--- src/rtl/uart_pkg.sv ---
// Shared UART transmitter types: FSM state encoding and serial line levels.
package uart_pkg;

  typedef logic [2:0] uart_state_t;

  localparam uart_state_t ST_IDLE   = 3'd0;
  localparam uart_state_t ST_START  = 3'd1;
  localparam uart_state_t ST_DATA   = 3'd2;
  localparam uart_state_t ST_PARITY = 3'd3;
  localparam uart_state_t ST_STOP   = 3'd4;

  localparam logic IDLE_BIT  = 1'b1;
  localparam logic START_BIT = 1'b0;
  localparam logic STOP_BIT  = 1'b1;

  // Bit counter width; a 1-bit word still needs a 1-bit counter.
  function automatic int unsigned cnt_width(input int unsigned w);
    return (w > 1) ? $clog2(w) : 1;
  endfunction

endpackage

--- src/rtl/tx_parity_calc.sv ---
// Combinational parity of the latched word: even parity = XOR of data, odd = its inverse.
module tx_parity_calc #(
  parameter int DATA_WIDTH = 8
) (
  input  logic [DATA_WIDTH-1:0] i_data,
  input  logic                  i_par_typ,
  output logic                  o_parity
);

  assign o_parity = (^i_data) ^ i_par_typ;

endmodule

--- src/rtl/uart_tx.sv ---
// UART transmitter: start, DATA_WIDTH data bits LSB first, optional parity, stop bit(s).
// Macro UART_TX_STOP2_EN selects two stop bits instead of one.
module uart_tx
  import uart_pkg::*;
#(
  parameter int DATA_WIDTH = 8
) (
  input  logic                  CLK,
  input  logic                  RST,
  input  logic [DATA_WIDTH-1:0] P_DATA,
  input  logic                  DATA_VALID,
  input  logic                  PAR_EN,
  input  logic                  PAR_TYP,
  output logic                  TX_OUT,
  output logic                  Busy,
  output uart_state_t           o_dbg_state
);

  // Request handshake: DATA_VALID is a level request sampled only in IDLE;
  // the word and parity config are captured on the accepting edge and held
  // until the frame ends, so DATA_VALID and P_DATA are don't-care while Busy=1.

  localparam int CNT_W = int'(cnt_width(DATA_WIDTH));

  uart_state_t           r_state;
  logic                  r_tx;
  logic                  r_busy;
  logic [CNT_W-1:0]      r_cnt;
  logic [DATA_WIDTH-1:0] r_data;
  logic                  r_par_en;
  logic                  r_par_typ;

  logic                  w_parity;
  logic                  w_last_bit;
  logic [CNT_W-1:0]      w_next_idx;
  logic                  w_stop_done;

  tx_parity_calc #(
    .DATA_WIDTH (DATA_WIDTH)
  ) u_parity (
    .i_data    (r_data),
    .i_par_typ (r_par_typ),
    .o_parity  (w_parity)
  );

  assign w_last_bit = (r_cnt == CNT_W'(DATA_WIDTH - 1));
  assign w_next_idx = r_cnt + CNT_W'(1);

`ifdef UART_TX_STOP2_EN
  logic r_stop2;
  assign w_stop_done = r_stop2;

  always_ff @(posedge CLK) begin
    if (!RST) begin
      r_stop2 <= 1'b0;
    end else if (r_state == ST_STOP) begin
      r_stop2 <= ~r_stop2;
    end else begin
      r_stop2 <= 1'b0;
    end
  end
`else
  assign w_stop_done = 1'b1;
`endif

  // TX_OUT is loaded with the level of the bit the next state will present.
  always_ff @(posedge CLK) begin
    if (!RST) begin
      r_state   <= ST_IDLE;
      r_tx      <= IDLE_BIT;
      r_busy    <= 1'b0;
      r_cnt     <= '0;
      r_data    <= '0;
      r_par_en  <= 1'b0;
      r_par_typ <= 1'b0;
    end else begin
      case (r_state)
        ST_IDLE: begin
          if (DATA_VALID) begin
            r_data    <= P_DATA;
            r_par_en  <= PAR_EN;
            r_par_typ <= PAR_TYP;
            r_state   <= ST_START;
            r_tx      <= START_BIT;
            r_busy    <= 1'b1;
          end
        end
        ST_START: begin
          r_state <= ST_DATA;
          r_cnt   <= '0;
          r_tx    <= r_data[0];
        end
        ST_DATA: begin
          if (w_last_bit) begin
            if (r_par_en) begin
              r_state <= ST_PARITY;
              r_tx    <= w_parity;
            end else begin
              r_state <= ST_STOP;
              r_tx    <= STOP_BIT;
            end
          end else begin
            r_cnt <= w_next_idx;
            r_tx  <= r_data[w_next_idx];
          end
        end
        ST_PARITY: begin
          r_state <= ST_STOP;
          r_tx    <= STOP_BIT;
        end
        ST_STOP: begin
          if (w_stop_done) begin
            r_state <= ST_IDLE;
            r_tx    <= IDLE_BIT;
            r_busy  <= 1'b0;
            r_cnt   <= '0;
          end else begin
            r_tx <= STOP_BIT;
          end
        end
        default: begin
          r_state <= ST_IDLE;
          r_tx    <= IDLE_BIT;
          r_busy  <= 1'b0;
          r_cnt   <= '0;
        end
      endcase
    end
  end

  assign TX_OUT      = r_tx;
  assign Busy        = r_busy;
  assign o_dbg_state = r_state;

endmodule

--- config.mk ---
export PLATFORM = sky130hd
export DESIGN_NAME = uart_tx
export DESIGN_NICKNAME = d
export VERILOG_FILES = /design/src/rtl/uart_pkg.sv /design/src/rtl/tx_parity_calc.sv /design/src/rtl/uart_tx.sv
export SDC_FILE = /design/constraint.sdc
export NUM_CORES = 1
export LEC_CHECK = 0
export ABC_CLOCK_PERIOD_IN_PS = 3800
export BUFFER_PORTS_ARGS = -buffer_cell sky130_fd_sc_hd__buf_2
export CORE_MARGIN = 2
export CORE_UTILIZATION = 40
export DETAILED_ROUTE_END_ITERATION = 7
export HOLD_SLACK_MARGIN = 0.03
export PLACE_DENSITY_LB_ADDON = 0.12
export SYNTH_ARGS = -nofsm -noshare
export SYNTH_HDL_FRONTEND = slang
export SYNTH_SLANG_ARGS = --single-unit
--- constraint.sdc ---
create_clock -name CLK -period 3.8 [get_ports CLK]
set_input_delay 0.76 -clock CLK [delete_from_list [all_inputs] [get_ports CLK]]
set_output_delay 0.76 -clock CLK [all_outputs]
set_load 0.02 [all_outputs]
Word level (Yosys, flattened, before mapping)
Cells that the tools add are included.
{ "totals": {"register_bits": 18, "inputBits": 13, "wordCells": 41} }
{ "classes": {"n_addsub": 1, "n_lt_le_gt_ge": 1, "n_eq_ne": 7, "mux": 14, "bitwise": 3, "n_reduce_logical": 8} }
{ "op_table": {"columns": ["cell", "count"], "rows": [
  ["two-way mux 3 bit", 4],
  ["one-hot mux 3 bit (4 select lines)", 1],
  ["AND reduction 2 bit", 4],
  ["parity 8 bit", 1],
  ["== test 3 x 2 -> 1 bit (second input constant)", 2],
  ["!= test 2 bit (second input constant)", 3],
  ["one-hot mux 3 bit (2 select lines)", 1],
  ["two-way mux 1 bit", 5],
  ["< comparator 3 x 4 -> 1 bit (second input constant)", 1],
  ["adder 3 x 1 -> 3 bit (second input constant)", 1],
  ["binary-select mux 1 bit (select 3 bit)", 1],
  ["== test 3 x 1 -> 1 bit (second input constant)", 1],
  ["== test 3 bit (second input constant)", 1],
  ["logical NOT 3 bit", 1],
  ["one-hot mux 1 bit (3 select lines)", 1],
  ["OR reduction 3 bit", 1],
  ["inverter 1 bit", 2],
  ["one-hot mux 1 bit (2 select lines)", 1],
  ["OR reduction 2 bit", 1],
  ["XOR 1 bit", 1]
]} }

Depth between registers and ports, before layout
Gate-level depths: netlist (run 1).
{ "depth": {"depth_word": 5, "mapped_depth": 6, "ltp_nobuf": 6} }

By module
Synthesis (run 1) repeated with hierarchy kept, for this count alone.
{ "hier_totals": {"hier_cells": 109, "area_unflattened_um2": 964.7} }
{ "modules_own_cells": {"columns": ["module", "instances", "cells_per_inst", "area_per_inst_um2"], "rows": [
  ["uart_tx", 1, 102, 882.1],
  ["tx_parity_calc", 1, 7, 82.6]
]} }

Worst setup path after synthesis (run 1)
No wires, ideal clock.
{ "synth_timing": {"path_kind": "flip-flop to flip-flop", "startpoint": "reg r_cnt[0]", "endpoint": "reg r_tx, in the netlist TX_OUT", "setup_ps": 131, "arrival_ps": 1497, "required_ps": 3669, "path_slack_ps": 2172, "path_stages_with_launch": 5, "n_path_buf": 0, "path_cell_list": "dfxtp_1 > ha_1 > mux4_1 > o211ai_2 > o211ai_2"} }
{ "synth_between": {"elab_chain_len": 5} }
{ "synth_rtl": {"columns": ["item", "line_no", "rtl"], "rows": [
  ["start, declared", "uart_tx.sv:28", "logic [CNT_W-1:0] r_cnt;"],
  ["start signal, assigned", "uart_tx.sv:103", "r_cnt <= w_next_idx;"],
  ["adder 3 x 1 -> 3 bit", "uart_tx.sv:47", "assign w_next_idx = r_cnt + CNT_W'(1);"],
  ["binary-select mux 1 bit (select 3 bit)", "uart_tx.sv:104", "r_tx <= r_data[w_next_idx];"],
  ["two-way mux 1 bit (implied by the code)", "uart_tx.sv:104", null],
  ["two-way mux 1 bit *", "uart_tx.sv:94", "if (w_last_bit) begin"],
  ["one-hot mux 1 bit (3 select lines) *", "uart_tx.sv:77", "case (r_state)"],
  ["end signal, assigned", "uart_tx.sv:91", "r_tx <= r_data[0];"],
  ["end signal, assigned", "uart_tx.sv:97", "r_tx <= w_parity;"],
  ["end signal, assigned", "uart_tx.sv:104", null],
  ["end, declared", "uart_tx.sv:26", "logic r_tx;"]
]} }
Every way passes the cells marked *; elsewhere a longest branch is shown, timed or not. The select of a mux whose other input is x is not followed.
A chain may end at the register's enable or synchronous reset.

Final worst setup path (run 1)
{ "layout_timing": {"startpoint": "reg r_state[0], in the netlist o_dbg_state[0]", "endpoint": "out o_dbg_state[0]"} }
{ "layout_rtl": {"columns": ["item", "line_no", "rtl"], "rows": [
  ["start, declared", "uart_tx.sv:25", "uart_state_t r_state;"],
  ["start signal, assigned", "uart_tx.sv:69", "r_state <= ST_IDLE;"],
  ["start signal, assigned", "uart_tx.sv:83", "r_state <= ST_START;"],
  ["start signal, assigned", "uart_tx.sv:89", "r_state <= ST_DATA;"],
  ["end, declared", "uart_tx.sv:16", "output uart_state_t o_dbg_state"]
]} }
No word-level cell between the ends.

==> results of run 1 <==
-- cells in the mapped netlist, types with 2 or more instances --
master | number | area share, %
ha_1 | 2 | 2.7
inv_1 | 2 | 0.80
nand3_1 | 2 | 1.1
xnor2_1 | 5 | 4.6
a2bb2oi_1 | 4 | 3.7
a21boi_1 | 9 | 7.2
nor3b_1 | 2 | 1.6
a21oi_1 | 5 | 2.7
nor2b_1 | 2 | 1.3
nor2_1 | 5 | 2.0
o211ai_2 | 2 | 2.7
buf_2 | 2 | 1.1
nor3_1 | 3 | 1.6
nand2_1 | 21 | 8.4
mux2i_1 | 2 | 2.1
dfxtp_1 | 18 | 38
-- power by group --
group          internal, mW  switching [mW]
clock                0.0369          0.0573
sequential            0.202          0.0167
combinational        0.0499          0.0479
-- cell type report --
cell class | instances | area [um2] | area share [%]
multi-input cells | 79 | 546 | 51.5
clock buffers | 3 | 22.5 | 2.13
flip-flops and latches | 18 | 360 | 34.0
repair buffers | 17 | 85.1 | 8.03
well taps | 28 | 35.0 | 3.31
inverters | 3 | 11.3 | 1.06
-- kinds of logic after synthesis --
family	share of synthesized area, %
mux	6.11
fa+ha+maj	2.66
compound gates	20.1
simple gates	20.3
xor+xnor	8.77
flops	38.2
buf+inv	3.85
-- layer usage --
metal,share of wire [%],vias to the layer above,track usage [%]
li1,-,397,-
met1,48,347,20.6
met2,46,11,25.4
met3,3.4,4,2.86
met4,2.7,0,10.3
met5,0,-,0
-- final timing paths --
path / depth (start not counted) / endpoint / slack (ps)
setup / recovery: 1 / o_dbg_state[0] / 1870
hold / removal: 2 / r_data[1]$_SDFFE_PN0P_ / 480
setup reg to reg: 4 / TX_OUT$_SDFFE_PN1P_ / 2060
hold reg to reg: 2 / r_data[1]$_SDFFE_PN0P_ / 480
-- stage by stage --
| step | setup slack, ps | cells | util (%) | cell area, um2 |
|---|---|---|---|---|
| finish | 1870 | 148 | 47.9 | 1060 |
| floorplan | 2170 | 104 | - | 942 |
| CTS | 1870 | 148 | 47.9 | 1060 |
| detailed placement | 2070 | 145 | 46.9 | 1040 |
| global placement | 2130 | 145 | 46.9 | 1040 |
| global route | 1800 | 148 | 47.9 | 1060 |
-- registers in the layout, indices dropped and copies added, names as in the netlist --
name and flops:
r_par_en 1, r_data 8, Busy 1, r_par_typ 1, TX_OUT 1, o_dbg_state 3
r_cnt 3
==> results.toml, run 1 <==
[timing]
fin_crit_ps = 1930
slew_headroom_pct = 68.7
fin_crit_sh_pct = 50.9
rsz0062_at_grt = "no"
worstMarginPinSlew_ps = 469
fin_tns_setup_ps = 0
finalSetupViolCount = 0
fmax_ghz = 0.517
whs_ps = 482
drv_slew = 0
clock_skew_ps = 6.69
hold_viol = 0

[critical_path]
startpoint = "o_dbg_state[0]$_SDFFE_PN0P_"
crit_fanout = 15
cpMaxStageDelayCell = "dfxtp_1"
required_ps = 3040
cpPeakStageDelay_ps = 630
regToRegStartpoint = "r_cnt[0]$_SDFFE_PN0P_"
worst_setup_path_end_kind = "output pin"
crit_type = "flip-flop to output pin"
worstPathCellList = "buf_2"
critPathTopFamily = "flip-flops"
cp-start-kind = "flip-flop"
path_buf_inv = 1
cp.arrival_ps = 1170

[yosys]
netlist_instances = 104
ys_ff_latch = 18
syn_nets = 119
synth_edf_count = 0
yosys_warnings = 0
synth_cell_type_count = 34
synthFlopType = "dfxtp_1"
synthArstFlopShare_pct = 0
synth.yosys.seq_area_share_pct = 38.2
synth.avg_cell_area_um2 = 9.06
synth_area_um2 = 942

[detailed_routing]
first_pass_iters = 4
avgRoutedWirePerCell_um = 12.0
vias_per_cell = 5.13
drt_iter0_drc = 4
drc_errors = 0
final_antenna_net_count = 0
vias = 759
wirelength_mm = 1.78

[clock_tree]
clk_latency_ps = 290
clk_pin_slew_worst_paths_ps = 100
cts_hold_buffers = 0
htree_num_levels = 1
cts_buffer_depth = 2
post_cts_buffers = 0
cts_resized = 0
cts_tree = "done"
cts_buffers = 3
cts.sinks = 18
cts_root_buf = "clkbuf_4"

[layout]
fillers = 227
final_common_cell = "nand2_1"
final_nets = 137
area_growth_syn_to_layout_pct = 12.5
layout_common_cells = "21 x nand2_1, 18 x dfxtp_1, 17 x buf_2, 9 x a21boi_1"
diodes = 0
drive_above_1_share_pct = 23.3

[placement]
place_congestion = 0.841
io_buffers = 17
dp_hpwl_mm = 1.30

[global_routing]
grt_pass1_wl_mm = 3.19
grt_pass1_vias = 698
grt_overflow = 0
grt_start_max_net_pins = 16
track_usage_pct = 16.3
antenna_found_initial = 0

[floorplanning]
io_pins = 18
die_h_um = 52.5
rows = 17
initial_utilization_pct = 42.6
core-area_um2 = 2210
die-area_um2 = 2760
die_x_um = 52.5

[power]
total_power_mw = 0.411
ir_drop_uv = 220
power_density_nw_per_um2 = 388
leakagePower_nw = 0.440

[hold_path]
min_path_type = "flip-flop to flip-flop"
min_from = "r_data[1]$_SDFFE_PN0P_"

[flow_run]
drv_cap = 0

[outcome]
outcome = "completed"
No activity file was read; power rests on OpenSTA's default activity.
==> run 2: changes to the inputs <==
- ABC_AREA: not set -> 1
- ABC_CLOCK_PERIOD_IN_PS: 3800 -> 2000
- clock period: 3.8 -> 2 ns (I/O delays scaled with it)
==> results.toml, run 2 <==
[layout]
final_common_cell = "nand2_1"
final_nets = 173
area_growth_syn_to_layout_pct = 14.9
largest_reg_flops = 8
design_area_um2 = 1090
drive_above_1_share_pct = 18.5
top_register = "r_data"
diodes = 0
layout_common_cells = "34 x nand2_1, 24 x inv_1, 18 x dfxtp_1, 18 x a21oi_1, 17 x buf_2"

[floorplanning]
io_pins = 18
die-area_um2 = 2770
initial_utilization_pct = 42.4
core-area_um2 = 2230
rows = 17
die_h_um = 52.6
die_x_um = 52.6

[critical_path]
critPathTopFamily = "adder cells"
worstPathCellList = "ha_1 > ha_1 > inv_1 > a21oi_1 > nor2_2 > inv_2 > a21oi_1 > a211oi_2"
cp.arrival_ps = 1660
worst_setup_path_end_kind = "flip-flop"
cpPeakStageDelay_ps = 370
crit_fanout = 7
cpMaxStageDelayCell = "dfxtp_1"
crit_type = "flip-flop to flip-flop"
crit_cells = 8
required_ps = 2180
startpoint = "r_cnt[0]$_SDFFE_PN0P_"
regToRegStartpoint = "r_cnt[0]$_SDFFE_PN0P_"
setup.worst_path.end = "r_cnt[0]$_SDFFE_PN0P_"
r2r-end = "r_cnt[0]$_SDFFE_PN0P_"
r2r_slack_ps = 520
path_buf_inv = 2
cp-start-kind = "flip-flop"
reg2reg_depth = 8

[detailed_routing]
wirelength_mm = 2.04
drc_errors = 0
vias = 903
drt_iter0_drc = 12
final_antenna_net_count = 0
vias_per_cell = 4.88
first_pass_iters = 4
avgRoutedWirePerCell_um = 11.0

[yosys]
netlist_instances = 138
synth_edf_count = 0
synthFlopType = "dfxtp_1"
synth_top_area_share_pct = 38.1
ys_top_cells_by_count = "34 x nand2_1, 24 x inv_1, 18 x a21oi_1, 18 x dfxtp_1, 13 x nand3_1"
synth.avg_cell_area_um2 = 6.85
yosysMostFrequentCell = "nand2_1"
synth_area_leaders = "dfxtp_1 38%, nand2_1 13%, a21oi_1 9.5%"
synth_top_cell_by_area = "dfxtp_1"
synth_cell_type_count = 19
syn_nets = 153
synth_area_um2 = 946
yosys_warnings = 0
ys_ff_latch = 18
synthArstFlopShare_pct = 0
synth.yosys.seq_area_share_pct = 38.1

[power]
power.internal_mw = 0.821
p_clk_share_pct = 15.4
power_density_nw_per_um2 = 1380
switching_power_mw = 0.677
pwr-share-seq_pct = 37.1
p_comb_share_pct = 47.5
sw_frac_of_total_pct = 45.2
ir_drop_uv = 606
leakagePower_nw = 0.525

[flow_run]
drv_cap = 0

[global_routing]
grt_start_max_net_pins = 20
grt_pass1_vias = 746
grt_overflow = 0
antenna_found_initial = 0
track_usage_pct = 16.8
grt_pass1_wl_mm = 3.33

[hold_path]
hold_path_depth = 3
min_from = "P_DATA[4]"
min_path_type = "input pin to flip-flop"

[timing]
slew_headroom_pct = 80.2
fin_crit_sh_pct = 73.8
drv_slew = 0
hold_viol = 0
rsz0062_at_grt = "no"
clock_skew_ps = 10.9
fin_tns_setup_ps = 0
fin_crit_ps = 1480
worstMarginPinSlew_ps = 296
fmax_ghz = 0.678
whs_ps = 350
finalSetupViolCount = 0

[clock_tree]
cts_hold_buffers = 0
cts_tree = "done"
post_cts_buffers = 0
cts_buffers = 3
cts_buffer_depth = 2
clk_pin_slew_worst_paths_ps = 110
cts_resized = 0
clk_latency_ps = 300
cts.sinks = 18
htree_num_levels = 1
cts_root_buf = "clkbuf_4"

[placement]
io_buffers = 17
place_area_um2 = 1050
dp_hpwl_mm = 1.61
place_congestion = 0.753

[outcome]
outcome = "completed"
## run 2: worst register-to-register path, stage by stage, from the launching register on
cell and delay, ps:
dfxtp_1 370, ha_1 220, ha_1 190, inv_1 80, a21oi_1 80, nor2_2 150, inv_2 80, a21oi_1 150
a211oi_2 50
## run 2: power by group through the flow
| stage | Combinational [mW] | Sequential (mW) | Clock (mW) |
|---|---|---|---|
| 2_1_floorplan | 0.543 | 0.583 | 0 |
| 3_3_place_gp | 0.699 | 0.559 | 0 |
| 3_5_place_dp | 0.715 | 0.566 | 0 |
| 4_1_cts | 0.718 | 0.557 | 0.238 |
| 5_1_grt | 0.822 | 0.573 | 0.256 |
| 6_report | 0.713 | 0.556 | 0.230 |
## run 2: through the flow
stage          utilization, %  power [mW]  cells  setup slack (ps)
3_5_place_dp             47.1        1.28    181               525
5_1_grt                  48.7        1.65    185               325
6_report                 48.7        1.50    185               524
3_3_place_gp             47.1        1.26    181               548
4_1_cts                  48.7        1.51    185               510
2_1_floorplan               -        1.13    138               656
## run 2: kinds of logic (layout without fill, tap and decap cells)
kind of cell    Yosys count  count (layout)  share of synthesized area (%)
xor+xnor                  1               1                          0.926
fa+ha+maj                 2               2                           2.65
buf+inv                  28              47                           11.9
flops                    18              18                           38.1
simple gates             54              54                           25.3
compound gates           35              35                           21.2
## run 2: worst min-delay path by stage
stage / endpoint
final: r_data[4]$_SDFFE_PN0P_
after global routing: r_data[4]$_SDFFE_PN0P_
after CTS: r_data[4]$_SDFFE_PN0P_
after detailed placement: r_par_typ$_SDFFE_PN0P_
after global placement: Busy$_SDFFE_PN0P_
after floorplan: r_par_typ$_SDFFE_PN0P_
## run 2: final cells by class
cell class | count | area, um2
Clock buffer | 4 | 36.3
Sequential cell | 18 | 360
Inverter | 26 | 97.6
Tap cell | 28 | 35.0
Multi-Input combinational cell | 92 | 473
Fill cell | 254 | 1150
Timing Repair Buffer | 17 | 85.1
## run 2: metal layers
layer	vias up	share of wire [%]	global-route usage, %
li1	482	-	-
met1	395	47	20.9
met2	21	47	27.5
met3	5	3.7	2.57
met4	0	2.2	8.97
met5	-	0	0
